==> config.mk <==
export PLATFORM = sky130hd
export DESIGN_NAME = imem_loader
export DESIGN_NICKNAME = d
export VERILOG_FILES = /design/src/rtl/imem_loader.sv
export SDC_FILE = /design/constraint.sdc
export NUM_CORES = 1
export LEC_CHECK = 0
export CAP_MARGIN = 10
export CORE_MARGIN = 4
export CORE_UTILIZATION = 40
export CTS_CLUSTER_DIAMETER = 50
export DETAILED_ROUTE_END_ITERATION = 7
export SETUP_SLACK_MARGIN = 0.4
export SYNTH_ARGS = -nofsm -noshare
export SYNTH_HDL_FRONTEND = slang
export SYNTH_SLANG_ARGS = --single-unit
==> constraint.sdc <==
create_clock -name clk -period 2.3 [get_ports clk]
set_clock_uncertainty 0.15 [all_clocks]
set_input_delay 0.46 -clock clk [delete_from_list [all_inputs] [get_ports clk]]
set_output_delay 0.46 -clock clk [all_outputs]
set_load 0.03 [all_outputs]
==> src/rtl/imem_loader.sv <==
// Instruction-memory loader: pulls a length-prefixed, XOR-checksummed byte
// stream and writes it as 16-bit words into instruction memory while the
// CPU is held off fetch.
//
// state     | meaning
// ----------+--------------------------------------------------------------
// S_IDLE    | after reset, waiting for load_start; CPU held
// S_LEN_HI  | expecting word-count high byte
// S_LEN_LO  | expecting word-count low byte; range-checked against MEM_WORDS
// S_DATA_HI | expecting high byte of the next instruction word
// S_DATA_LO | expecting low byte; completes the word and queues the write
// S_CHECK   | expecting the checksum byte
// S_DONE    | session good; CPU released
// S_ERR     | length overflow or checksum mismatch; CPU stays held
module imem_loader #(
  parameter int MEM_WORDS = 256,
  localparam int AW = $clog2(MEM_WORDS) + 1
) (
  input  logic          clk,
  input  logic          rst_n,
  input  logic          i_load_start,
  input  logic          i_in_valid,
  input  logic [7:0]    i_in_data,
  output logic          o_in_ready,
  output logic          o_imem_we,
  output logic [AW-1:0] o_imem_waddr,
  output logic [15:0]   o_imem_wdata,
  output logic          o_cpu_hold,
  output logic          o_load_done,
  output logic          o_load_error
);

  typedef enum logic [2:0] {
    S_IDLE,
    S_LEN_HI,
    S_LEN_LO,
    S_DATA_HI,
    S_DATA_LO,
    S_CHECK,
    S_DONE,
    S_ERR
  } state_t;

  localparam logic [16:0] LP_MAX_WORDS = 17'(MEM_WORDS);

  state_t        r_state;
  state_t        w_state_next;
  logic [7:0]    r_hi;
  logic [15:0]   r_left;
  logic [AW-1:0] r_addr;
  logic [7:0]    r_csum;
  logic          r_we;
  logic [AW-1:0] r_waddr;
  logic [15:0]   r_wdata;

  logic          w_accept;
  logic          w_start;
  logic [15:0]   w_len;
  logic          w_len_too_big;
  logic          w_last_word;

  assign w_accept      = i_in_valid & o_in_ready;
  assign w_start       = i_load_start &
                         ((r_state == S_IDLE) || (r_state == S_DONE) || (r_state == S_ERR));
  assign w_len         = {r_hi, i_in_data};
  assign w_len_too_big = {1'b0, w_len} > LP_MAX_WORDS;
  // r_left counts words still to come, so 1 means this DATA_LO closes the payload
  assign w_last_word   = (r_left == 16'd1);

  assign o_imem_we    = r_we;
  assign o_imem_waddr = r_waddr;
  assign o_imem_wdata = r_wdata;

  // state register
  always_ff @(posedge clk or negedge rst_n) begin
    if (!rst_n) r_state <= S_IDLE;
    else        r_state <= w_state_next;
  end

  // next-state and state-decoded outputs
  always_comb begin
    w_state_next = r_state;
    o_in_ready   = 1'b0;
    o_cpu_hold   = 1'b1;
    o_load_done  = 1'b0;
    o_load_error = 1'b0;
    case (r_state)
      S_IDLE: begin
        if (w_start) w_state_next = S_LEN_HI;
      end
      S_LEN_HI: begin
        o_in_ready = 1'b1;
        if (i_in_valid) w_state_next = S_LEN_LO;
      end
      S_LEN_LO: begin
        o_in_ready = 1'b1;
        if (i_in_valid) begin
          if (w_len_too_big)      w_state_next = S_ERR;
          else if (w_len == '0)   w_state_next = S_CHECK;
          else                    w_state_next = S_DATA_HI;
        end
      end
      S_DATA_HI: begin
        o_in_ready = 1'b1;
        if (i_in_valid) w_state_next = S_DATA_LO;
      end
      S_DATA_LO: begin
        o_in_ready = 1'b1;
        if (i_in_valid) w_state_next = w_last_word ? S_CHECK : S_DATA_HI;
      end
      S_CHECK: begin
        o_in_ready = 1'b1;
        if (i_in_valid) w_state_next = (i_in_data == r_csum) ? S_DONE : S_ERR;
      end
      S_DONE: begin
        o_cpu_hold  = 1'b0;
        o_load_done = 1'b1;
        if (w_start) w_state_next = S_LEN_HI;
      end
      S_ERR: begin
        o_load_error = 1'b1;
        if (w_start) w_state_next = S_LEN_HI;
      end
      default: w_state_next = S_IDLE;
    endcase
  end

  // byte capture, word counter, address, checksum and the registered write port
  always_ff @(posedge clk or negedge rst_n) begin
    if (!rst_n) begin
      r_hi    <= '0;
      r_left  <= '0;
      r_addr  <= '0;
      r_csum  <= '0;
      r_we    <= 1'b0;
      r_waddr <= '0;
      r_wdata <= '0;
    end else begin
      r_we <= 1'b0;
      if (w_start) begin
        r_left <= '0;
        r_addr <= '0;
        r_csum <= '0;
      end else if (w_accept) begin
        case (r_state)
          S_LEN_HI:  r_hi <= i_in_data;
          S_LEN_LO:  r_left <= w_len;
          S_DATA_HI: begin
            r_hi   <= i_in_data;
            r_csum <= r_csum ^ i_in_data;
          end
          S_DATA_LO: begin
            r_csum  <= r_csum ^ i_in_data;
            r_we    <= 1'b1;
            r_wdata <= {r_hi, i_in_data};
            r_waddr <= r_addr;
            r_addr  <= r_addr + AW'(2);
            r_left  <= r_left - 16'd1;
          end
          default: ;
        endcase
      end
    end
  end

endmodule

==> results of run 1 <==
[Yosys cell counts (5+ instances only)]
cell,instances,share of area
a21oi_1,9,0.013
a31oi_1,5,0.0091
buf_2,7,0.010
clkbuf_1,9,0.0098
dfrtp_1,68,0.50
inv_1,6,0.0066
mux2_2,8,0.026
nand2_1,103,0.11
nand3_1,7,0.010
nor2_1,32,0.035
nor3_1,14,0.020
nor4_1,7,0.013
o211ai_1,5,0.011
o21ai_0,31,0.045
xor2_1,16,0.041
[kinds of logic (layout without fill, tap and decap cells)]
kind of cell / after synthesis / in the layout / share of synthesized area
AOI/OAI and AO/OA: 74 / 74 / 0.1363
xor gates and xnor gates: 18 / 18 / 0.04592
adders and majority gates: 4 / 4 / 0.01458
buffers and inverters: 24 / 132 / 0.02988
DFF: 68 / 68 / 0.4956
muxes: 9 / 9 / 0.02916
other: 1 / 1 / 0.001092
and+or+nand+nor: 186 / 186 / 0.2475
[layout by cell type, fill, tap and decap left out, drive strengths merged, types with 3 or more instances in the layout]
master and count:
nand3 7, nand4 3, clkinv 4, clkbuf 13
xor2 16, dfrtp 68, nor2 33, buf 72
ha 4, o21ai 31, a21oi 10, clkdlybuf4s50 10
mux2 8, or3 3, and3 4, a31oi 5
nor3 14, nor4 8, inv 5, dlygate4sd2 25
a22oi 4, o211ai 5, nand2 103
[layer usage]
metal / GRT usage / share of wire / up-vias / routed length, um
met5: 0 / 0 / - / 0
met4: 0.06632 / 0.016 / 0 / 162
met3: 0.04014 / 0.054 / 16 / 554
met2: 0.3109 / 0.47 / 91 / 4845
met1: 0.2880 / 0.46 / 1594 / 4746
li1: - / - / 1546 / -
[metrics by stage]
stage	setup WS (ns)	power, W
3_5_place_dp	0.04148	0.004801
5_1_grt	0.1973	0.006563
2_1_floorplan	0.3567	0.003677
4_1_cts	0.2965	0.005791
3_3_place_gp	0.03501	0.004754
6_report	0.2661	0.006162
[registers in the layout (all words and copies together) (netlist names)]
register      count
r_hi              8
r_left           16
o_imem_we         1
r_addr            8
r_csum            8
o_imem_waddr      8
r_state           3
o_imem_wdata     16
[worst max-delay path, cell delays in order (launching register included)]
cell and delay, ns:
dfrtp_1 0.38, or4_4 0.58, nor4_4 0.19, nand2_1 0.15, or4_1 0.41, nand3_1 0.10
[power by group through the flow]
stage	Combinational, W	Sequential [W]	Clock (W)
CTS	0.00294	0.00199	0.000860
global route	0.00354	0.00210	0.000928
floorplan	0.00145	0.00223	0
finish	0.00327	0.00204	0.000849
detailed placement	0.00276	0.00204	0
global placement	0.00272	0.00203	0
[repair_timing]
action | in CTS | in global routing
pin swaps | 9 | 31
hold endpoints to repair | 15 | 0
resized for setup | 76 | 68
gates cloned | 1 | 3
setup endpoints to repair | 83 | 51
hold buffers | 1 | 0
setup buffers | 11 | 12
[worst paths after layout]
path / start / to / slack (ns) / cells after the start
worst max-delay path: r_left[4]$_DFFE_PN0P_ / r_left[11]$_DFFE_PN0P_ / 0.27 / 5
worst min-delay path: o_imem_wdata[10]$_DFFE_PN0P_ / o_imem_wdata[10]$_DFFE_PN0P_ / 0.32 / 2
worst min register to register: o_imem_wdata[10]$_DFFE_PN0P_ / o_imem_wdata[10]$_DFFE_PN0P_ / 0.32 / 2
worst max register to register: r_left[4]$_DFFE_PN0P_ / r_left[11]$_DFFE_PN0P_ / 0.27 / 5
min in group asynchronous: rst_n / o_imem_we$_DFF_PN0_ / 0.52 / 3
max in group asynchronous: rst_n / r_state[2]$_DFFE_PN0P_ / 1.17 / 3
[final cells by class]
class / instances / share of cell area
multi-input cells: 292 / 0.3754
repair buffers: 111 / 0.2170
clock buffers: 10 / 0.02573
flip-flops and latches: 68 / 0.3438
clock inverters: 5 / 0.006054
inverters: 6 / 0.005550
well taps: 105 / 0.02649
==> summary.txt, run 1 <==
Yosys
  • Syn. warnings: 0
  • Syn_nets: 400
  • Post-synth ARST share: 1.000
  • Synthesized instance count: 384
  • Syn avg cell area: between 8 and 9 um^2
  • Synth Flop Type: dfrtp_1
  • EDFF count, synth: 0
  • Distinct cells, synth: 55
  • Post-Syn Area: around 3400 um^2
  • Seq/Total Area, Yosys: 0.4956
  • Yosys reg bits: between 60 and 70

Power
  • Seq pwr share: 0.331
  • Leak: roughly 2.4 nW
  • Worst IR Drop VDD: a little under 0.0007 V
  • Power Internal: about 0.0035 W
  • Sw power: approximately 0.0027 W
  • Clock Power Share: 0.138
  • PwrDens: about 1200 nW/um^2
  • Net Sw Frac: 0.4377
  • Power share of the combinational group: 0.531

GRT
  • First-pass GRT wire length: roughly 16 mm
  • Number of global-route vias before repair: between 3000 and 4000
  • GRT overflow: 0
  • GRT Overall Usage: 0.2029
  • Largest net degree at the start of global routing: 69
  • Initial antenna violation count: 0

Finish
  • Utilization after layout: 0.5976
  • Area grow syn2layout: 44.46%
  • Fillcell total: approximately 730
  • Share of cells above drive strength 1: 0.3028
  • Final Net Count: 504
  • Final cell count without fillers: 597
  • Layout Cell Area excl Fill: just under 5000 um^2
  • Sequential cell area: 1705 um^2
  • N_diodes: 0
  • Multi-input combinational cell area: about 1900 um^2

Floorplanning
  • Die ar.: between 10000 and 15000 um^2
  • Die Ht: between 100 and 150 um
  • Die Wd: 100.6 um
  • # IOs: 42
  • Initial core utilization: 0.4137
  • Core footprint: 8299 um^2
  • # rows: 33

Detailed routing
  • Final WL: 10.31 mm
  • DRT iter0 DRCs: 225
  • Antenna-violating nets left: 0
  • Vias: around 3200
  • Routed len/inst: approximately 17 um
  • Drt first pass iters: 4
  • Via density: between 5 and 6
  • DRC viols: 0

Timing
  • Max-slew violation count: 0
  • Period utilization: 0.8843
  • Setup TNS: 0 ns
  • RSZ-0062 raised after global routing: yes
  • Minimum clock period: approximately 2.0 ns
  • Max Fclk: 0.4917 GHz
  • Count of final setup violators: 0
  • Hold WS: 0.3181 ns
  • Final count of hold timing violations: 0

Placement
  • Placed wire-length estimate: about 6.6 mm
  • Number of instances in the placed design: ~550
  • GP Congestion: 0.8607
  • IO buf count: 40
  • Placed cell area: between 4000 and 5000 um^2

Worst setup path
  • Critical Path RT: 2.43 ns
  • Worst setup SP type: register
  • Kind of critical path: register to register
  • Endpoint class of the critical path: register
  • Max FO, Critical Path: 3
  • Critical Path AT: 2.16 ns

CTS
  • H-Tree Depth: 3
  • CTS Sinks: between 60 and 70
  • Worst-path clk slew: approximately 0.070 ns
  • CTS max path bufs: 2
  • Clock Tree Root: clkbuf_8
  • CTS Buf Count: 9
  • CTS tree: done
  • Clk_lat worst skew: 0.34 ns

Run status
  • Outcome: finished, final reports clean

Worst hold path
  • Worst min-delay path class: register to register

Job
  • Max-cap violations: 0
(Power assumes the default switching activity.)
==> run 2: changes to the inputs <==
Settings changed: PLACE_DENSITY_LB_ADDON from default to 0.3.
==> run 2 against run 1 <==
Worst setup slack better by 0.011 ns. Sequential cell count unchanged. Critical endpoint is now o_in_ready. Via count down 3.0%. First-iteration DRC count down 17%. Cell count down 3.4%. Non-clock buffer count down 21. Wire length down 8.9%. Hold slack better by 0.0054 ns. Count of clock-buffer cells in the layout unchanged.
==> summary.txt, run 2 (synthesis results as in run 1) <==
Run status
  • Outcome: finished, final reports clean

Placement
  • GP Congestion: 0.8616 (+0.10%)
  • Placed wire-length estimate: 6.346 mm (-4.4%)
  • IO buf count: 40 (unchanged)
  • Dpl ws: 0.01717 ns (-0.02431 ns)

Power
  • Sw power: 0.002616 W (-3.0%)
  • Leak: 2.305 nW (-5.0%)
  • Net Sw Frac: 0.4230 (-0.01467)
  • Seq pwr share: 0.327 (-0.004)
  • Power share of the combinational group: 0.498 (-0.033)
  • Total Power: 0.006184 W (+0.35%)
  • Clock Power Share: 0.175 (+0.037)
  • Worst IR Drop VDD: 0.0006964 V (+1.4%)
  • PwrDens: 1316 nW/um^2 (+6.0%)
  • Power Internal: 0.003568 W (+3.0%)

Worst setup path
  • Kind of critical path: register to output port
  • CP delay by family, top: flip-flops
  • Endpoint class of the critical path: output port
  • Worst path cell trace: ha_4 > a21o_4 > buf_6
  • R2r setup slk: 0.31 ns (+0.04 ns)
  • Critical-path top delay cell: dfrtp_2
  • Worst r2r path cells: 6 (+1)
  • Critical Path RT: 1.69 ns (-0.74 ns)
  • Sum of buffers and inverters on the critical path: 1 (+1)
  • CP endpoint: o_in_ready
  • Worst setup SP type: register
  • Stages on the worst setup path: 3 (-2)
  • Worst R2R End: r_left[10]$_DFFE_PN0P_
  • Critical Path AT: 1.41 ns (-0.75 ns)
  • Crit path from: r_state[1]$_DFFE_PN0P_
  • FF-to-FF Start: r_state[1]$_DFFE_PN0P_
  • Max incr delay on CP: 0.46 ns (-0.12 ns)
  • Max FO, Critical Path: 5 (+2)

CTS
  • CTS tree: done
  • Worst-path clk slew: 0.08 ns (about the same)
  • H-Tree Depth: 3 (unchanged)
  • CTS Buf Count: 9 (unchanged)
  • CTS Sinks: 68 (unchanged)
  • Clk_lat worst skew: 0.35 ns (about the same)
  • Clock Tree Root: clkbuf_8
  • CTS max path bufs: 2 (unchanged)

GRT
  • GRT overflow: 0 (unchanged)
  • Largest net degree at the start of global routing: 42 (-39%)
  • GRT Overall Usage: 0.1889 (-0.01400)
  • First-pass GRT wire length: 15.09 mm (-6.5%)
  • Initial antenna violation count: 0 (unchanged)
  • Number of global-route vias before repair: 3045 (-2.1%)

Timing
  • Count of final setup violators: 0 (unchanged)
  • Period utilization: 0.8794 (-0.004939)
  • Worst-margin pin slew: ~0.55 ns
  • RSZ-0062 raised after global routing: yes
  • Final count of hold timing violations: 0 (unchanged)
  • Max-slew violation count: 0 (unchanged)
  • Max-slew headroom: 0.6332
  • Max Fclk: 0.4944 GHz (+0.56%)
  • Setup TNS: 0 ns (unchanged)
  • Minimum clock period: 2.023 ns (-0.01136 ns)
  • Final worst-path setup slack: 0.2774 ns (+0.01136 ns)

Detailed routing
  • DRC viols: 0 (unchanged)
  • Drt first pass iters: 5 (+1)
  • DRT iter0 DRCs: 186 (-17%)
  • Routed len/inst: 16.28 um (-5.7%)
  • Via density: 5.456 (+0.31%)
  • Antenna-violating nets left: 0 (unchanged)
  • Final WL: 9.396 mm (-8.9%)
  • Vias: 3148 (-3.0%)

Floorplanning
  • Core footprint: 8299 um^2 (unchanged)
  • Die Wd: 100.6 um (unchanged)
  • Initial core utilization: 0.4137 (unchanged)
  • Die ar.: 10130 um^2 (unchanged)
  • Die Ht: 100.6 um (unchanged)
  • # rows: 33 (unchanged)
  • # IOs: 42 (unchanged)

Finish
  • Share of cells above drive strength 1: 0.2500 (-0.05285)
  • Final Net Count: 483 (-4.2%)
  • Commonest non-fill, non-tap cell in the layout: nand2_1
  • Commonest cells after routing, fill and taps aside: nand2_1 (98), dfrtp_1 (65), buf_4 (41), nor2_1 (30), dlygate4sd2_1 (25)
  • Utilization after layout: 0.5660 (-0.03166)
  • N_diodes: 0 (unchanged)
  • Area grow syn2layout: 36.81%

Worst hold path
  • Worst min-delay path class: register to register

Job
  • Max-cap violations: 0 (unchanged)
run 2: how the worst min path moves through the flow:
| stage | startpoint | end | slack [ns] | cells after the start |
|---|---|---|---|---|
| 6_report | o_imem_waddr[1]$_DFFE_PN0P_ | o_imem_waddr[1]$_DFFE_PN0P_ | 0.32 | 2 |
| 5_1_grt | o_imem_waddr[3]$_DFFE_PN0P_ | o_imem_waddr[3]$_DFFE_PN0P_ | 0.35 | 2 |
| 4_1_cts | o_imem_waddr[1]$_DFFE_PN0P_ | o_imem_waddr[1]$_DFFE_PN0P_ | 0.33 | 2 |
| 3_5_place_dp | o_imem_waddr[1]$_DFFE_PN0P_ | o_imem_waddr[1]$_DFFE_PN0P_ | 0.31 | 2 |
| 3_3_place_gp | o_imem_waddr[5]$_DFFE_PN0P_ | o_imem_waddr[5]$_DFFE_PN0P_ | 0.31 | 2 |
| 2_1_floorplan | rst_n | o_imem_waddr[1]$_DFFE_PN0P_ | 0.01 | 0 |
run 2: final cells by class:
cell class | count | area, um^2
Inverter | 6 | 22.52
Tap cell | 105 | 131.4
Clock inverter | 6 | 88.84
Multi-Input combinational cell | 292 | 1818
Timing Repair Buffer | 90 | 803.3
Clock buffer | 10 | 127.6
Fill cell | 714 | 3602
Sequential cell | 68 | 1705
run 2: metal layers:
metal,share of wire,routed length [um],GRT usage,vias up
li1,-,-,-,1503
met1,0.46,4295,0.2655,1532
met2,0.48,4467,0.2906,98
met3,0.050,471,0.03391,15
met4,0.017,161,0.07150,0
met5,0,0,0,-
run 2: stage by stage:
step           hold WS, ns  std cells  cell area [um^2]
2_1_floorplan      0.01441        384              3470
3_3_place_gp        0.3063        546              4165
4_1_cts             0.3275        572              4496
6_report            0.3235        577              4697
3_5_place_dp        0.3125        546              4165
5_1_grt             0.3530        577              4697
run 2: power by group through the flow:
stage / Sequential (W) / Combinational (W) / Clock [W]
after global placement: 0.00204 / 0.00264 / 0
after detailed placement: 0.00204 / 0.00267 / 0
after floorplan: 0.00223 / 0.00145 / 0
final: 0.00202 / 0.00308 / 0.00108
after CTS: 0.00200 / 0.00281 / 0.00111
after global routing: 0.00208 / 0.00331 / 0.00116
run 2: worst reg2reg max path, stage by stage (launching register included):
cell and delay, ns:
dfrtp_2 0.46, ha_4 0.32, nand2_4 0.06, or3_4 0.44, nand2_4 0.12, nand2_1 0.06
a221o_1 0.28
run 2: what timing repair did:
item / 4_1_cts / 5_1_grt
pin swaps: 3 / 16
endpoints found under the hold margin: 27 / 0
setup buffers: 9 / 5
resized for setup: 66 / 47
hold buffers: 1 / 0
endpoints found under the setup margin: 58 / 36
==> run 3: changes to the inputs <==
Clock period 2.3 ns to 1.6 ns, I/O delays scaled along.
==> run 3 against run 2 <==
Critical endpoint is now r_left[10]$_DFFE_PN0P_. Total power grew 85%. Cell area grew 26%. The run now ends with setup timing left. Critical path depth increased by 7. Sequential share of layout area shrank 7.6 points. Sequential cell count is the same. Combinational power is 120% higher. Clock power grew 54%. Register-to-register slack got worse by 0.81 ns. Via count grew 20%. Hold slack worse by 0.025 ns. Global-route usage is 4.2 points higher.
==> summary.txt, run 3 (synthesis results as in run 1) <==
Timing
  • Setup TNS: -26.15 ns (-26.15 ns)
  • Minimum clock period: approximately 2.1 ns
  • Final worst-path setup slack: -0.4976 ns (-0.7750 ns)
  • Count of final setup violators: 72 (+72)
  • Max-slew violation count: 0 (unchanged)
  • Hold WS: 0.2982 ns (-0.02535 ns)
  • RSZ-0062 raised after global routing: yes
  • Period utilization: 1.311
  • Max Fclk: about 0.48 GHz
  • Final count of hold timing violations: 0 (unchanged)

Floorplanning
  • # rows: 33 (unchanged)
  • Die Ht: 100.6 um (unchanged)
  • Core footprint: 8299 um^2 (unchanged)
  • Die ar.: 10130 um^2 (unchanged)
  • Initial core utilization: 0.4137 (unchanged)
  • # IOs: 42 (unchanged)
  • Die Wd: 100.6 um (unchanged)

Placement
  • IO buf count: 40 (unchanged)
  • GP Congestion: 0.9116 (+5.8%)
  • Dpl ws: -0.6055 ns (-0.6227 ns)
  • Number of instances in the placed design: 590 (+8.1%)
  • Placed wire-length estimate: 7.457 mm (+18%)

Power
  • Power Internal: 0.006763 W (+90%)
  • PwrDens: 1930 nW/um^2 (+47%)
  • Worst IR Drop VDD: 0.001362 V (+96%)
  • Leak: 2.896 nW (+26%)
  • Net Sw Frac: 0.4097 (-0.01329)
  • Power share of the combinational group: 0.603 (+0.105)
  • Sw power: 0.004694 W (+79%)
  • Clock Power Share: 0.145 (-0.030)
  • Total Power: 0.01146 W (+85%)
  • Seq pwr share: 0.252 (-0.075)

Worst setup path
  • Max incr delay on CP: 0.46 ns (about the same)
  • Kind of critical path: register to register
  • Endpoint class of the critical path: register
  • Most frequent CP cell: buf_6
  • Critical Path AT: 2.17 ns (+0.76 ns)
  • Critical-path top delay cell: dfrtp_2
  • Worst R2R End: r_left[10]$_DFFE_PN0P_
  • FF-to-FF Start: r_state[2]$_DFFE_PN0P_
  • Sum of buffers and inverters on the critical path: 5 (+4)
  • CP delay by family, top: buffers and inverters
  • Worst r2r path cells: 10 (+4)
  • Max FO, Critical Path: 6 (+1)
  • Critical Path RT: 1.67 ns (-0.02 ns)
  • Worst setup SP type: register
  • R2r setup slk: -0.50 ns (-0.81 ns)
  • Worst path cell trace: ha_4 > buf_6 > buf_6 > buf_6 > nand3_4 > inv_6 > buf_12 > nand2_4 > nand2_2 > a221o_1

GRT
  • GRT Overall Usage: 0.2309 (+0.04198)
  • Number of global-route vias before repair: 3577 (+17%)
  • First-pass GRT wire length: 18.26 mm (+21%)
  • Largest net degree at the start of global routing: 30 (-29%)
  • Initial antenna violation count: 0 (unchanged)
  • GRT overflow: 0 (unchanged)

Finish
  • Share of cells above drive strength 1: 0.5127 (+0.2627)
  • Final Net Count: 561 (+16%)
  • N_diodes: 0 (unchanged)
  • Commonest non-fill, non-tap cell in the layout: buf_4
  • Area grow syn2layout: 72.89%
  • Commonest cells after routing, fill and taps aside: buf_4 (83), dfrtp_1 (65), buf_6 (56), nand2_1 (54), nand2_2 (29)
  • Final cell count without fillers: 655 (+14%)

CTS
  • CTS Buf Count: 9 (unchanged)
  • CTS tree: done
  • H-Tree Depth: 3 (unchanged)
  • CTS max path bufs: 2 (unchanged)
  • Clock Tree Root: clkbuf_8
  • CTS Sinks: 68 (unchanged)
  • Worst-path clk slew: 0.08 ns (about the same)
  • Clk_lat worst skew: 0.35 ns (about the same)

Detailed routing
  • DRC viols: 0 (unchanged)
  • Routed len/inst: 18.87 um (+16%)
  • Final WL: 12.36 mm (+32%)
  • DRT iter0 DRCs: 327 (+76%)
  • Via density: 5.763 (+5.6%)
  • Vias: 3775 (+20%)
  • Antenna-violating nets left: 0 (unchanged)
  • Drt first pass iters: 5 (unchanged)

Run status
  • Failing checks: setup timing
  • Outcome: finished with violations

Job
  • Max-cap violations: 0 (unchanged)

Worst hold path
  • Worst min-delay path class: input port to async pin
run 3: cell count changes in the layout (fill, tap and decap cells not counted), moves of 6 or more:
cell | previous run | this run
buf_12 | 1 | 8
buf_4 | 41 | 83
buf_6 | 11 | 56
buf_8 | 0 | 6
clkdlybuf4s50_1 | 3 | 9
dlygate4sd2_1 | 25 | 1
dlymetal6s2s_1 | 7 | 0
mux2_2 | 8 | 0
mux2_4 | 0 | 8
nand2_1 | 98 | 54
nand2_2 | 3 | 29
nand2_4 | 2 | 20
o21ai_0 | 23 | 5
o21ai_1 | 6 | 21
run 3: how the worst max path moves through the flow:
stage | startpoint | endpoint | slack [ns] | cells past startpoint
finish | r_state[2]$_DFFE_PN0P_ | r_left[10]$_DFFE_PN0P_ | -0.50 | 10
global route | r_state[2]$_DFFE_PN0P_ | r_left[10]$_DFFE_PN0P_ | -0.54 | 10
floorplan | r_left[4]$_DFFE_PN0P_ | r_left[11]$_DFFE_PN0P_ | -0.34 | 5
global placement | i_in_data[7] | r_state[0]$_DFFE_PN0P_ | -0.55 | 6
detailed placement | i_in_valid | r_state[1]$_DFFE_PN0P_ | -0.61 | 7
CTS | r_state[1]$_DFFE_PN0P_ | o_in_ready | -0.45 | 5
run 3: per-stage QoR:
| stage | area [um^2] | util |
|---|---|---|
| 2_1_floorplan | 3687 | - |
| 3_3_place_gp | 4638 | 0.5589 |
| 3_5_place_dp | 4638 | 0.5589 |
| 4_1_cts | 5529 | 0.6662 |
| 5_1_grt | 5936 | 0.7152 |
| 6_report | 5936 | 0.7152 |
run 3: routing by layer:
metal | share of wire | vias to the layer above | global-route usage
met5 | 0 | - | 0
met4 | 0.050 | 0 | 0.1192
met3 | 0.081 | 65 | 0.05052
met2 | 0.49 | 217 | 0.3656
met1 | 0.38 | 1830 | 0.2962
li1 | - | 1663 | -
run 3: timing repair:
item,4_1_cts,5_1_grt
setup buffers,30,15
pin swaps,47,31
endpoints found under the setup margin,97,97
cloned,2,1
endpoints found under the hold margin,13,0
hold buffers,1,0
resized for setup,275,64
run 3: power by group through the flow:
stage	clock (W)	combinational (W)	sequential (W)
floorplan	0	0.00251	0.00322
global placement	0	0.00492	0.00280
detailed placement	0	0.00506	0.00281
CTS	0.00168	0.00604	0.00285
global route	0.00176	0.00728	0.00295
finish	0.00166	0.00690	0.00289
run 3: worst register-to-register path, stage by stage (launching register included):
cell     delay (ns)
dfrtp_2        0.46
ha_4           0.26
buf_6          0.11
buf_6          0.10
buf_6          0.11
nand3_4        0.15
inv_6          0.07
buf_12         0.14
nand2_4        0.05
nand2_2        0.06
a221o_1        0.33
run 3: final cells by class:
type | count | area (um^2)
Clock inverter | 3 | 67.56
Inverter | 6 | 32.53
Timing Repair Buffer | 167 | 1670
Fill cell | 531 | 2364
Tap cell | 105 | 131.4
Multi-Input combinational cell | 293 | 2160
Sequential cell | 68 | 1705
Clock buffer | 13 | 168.9
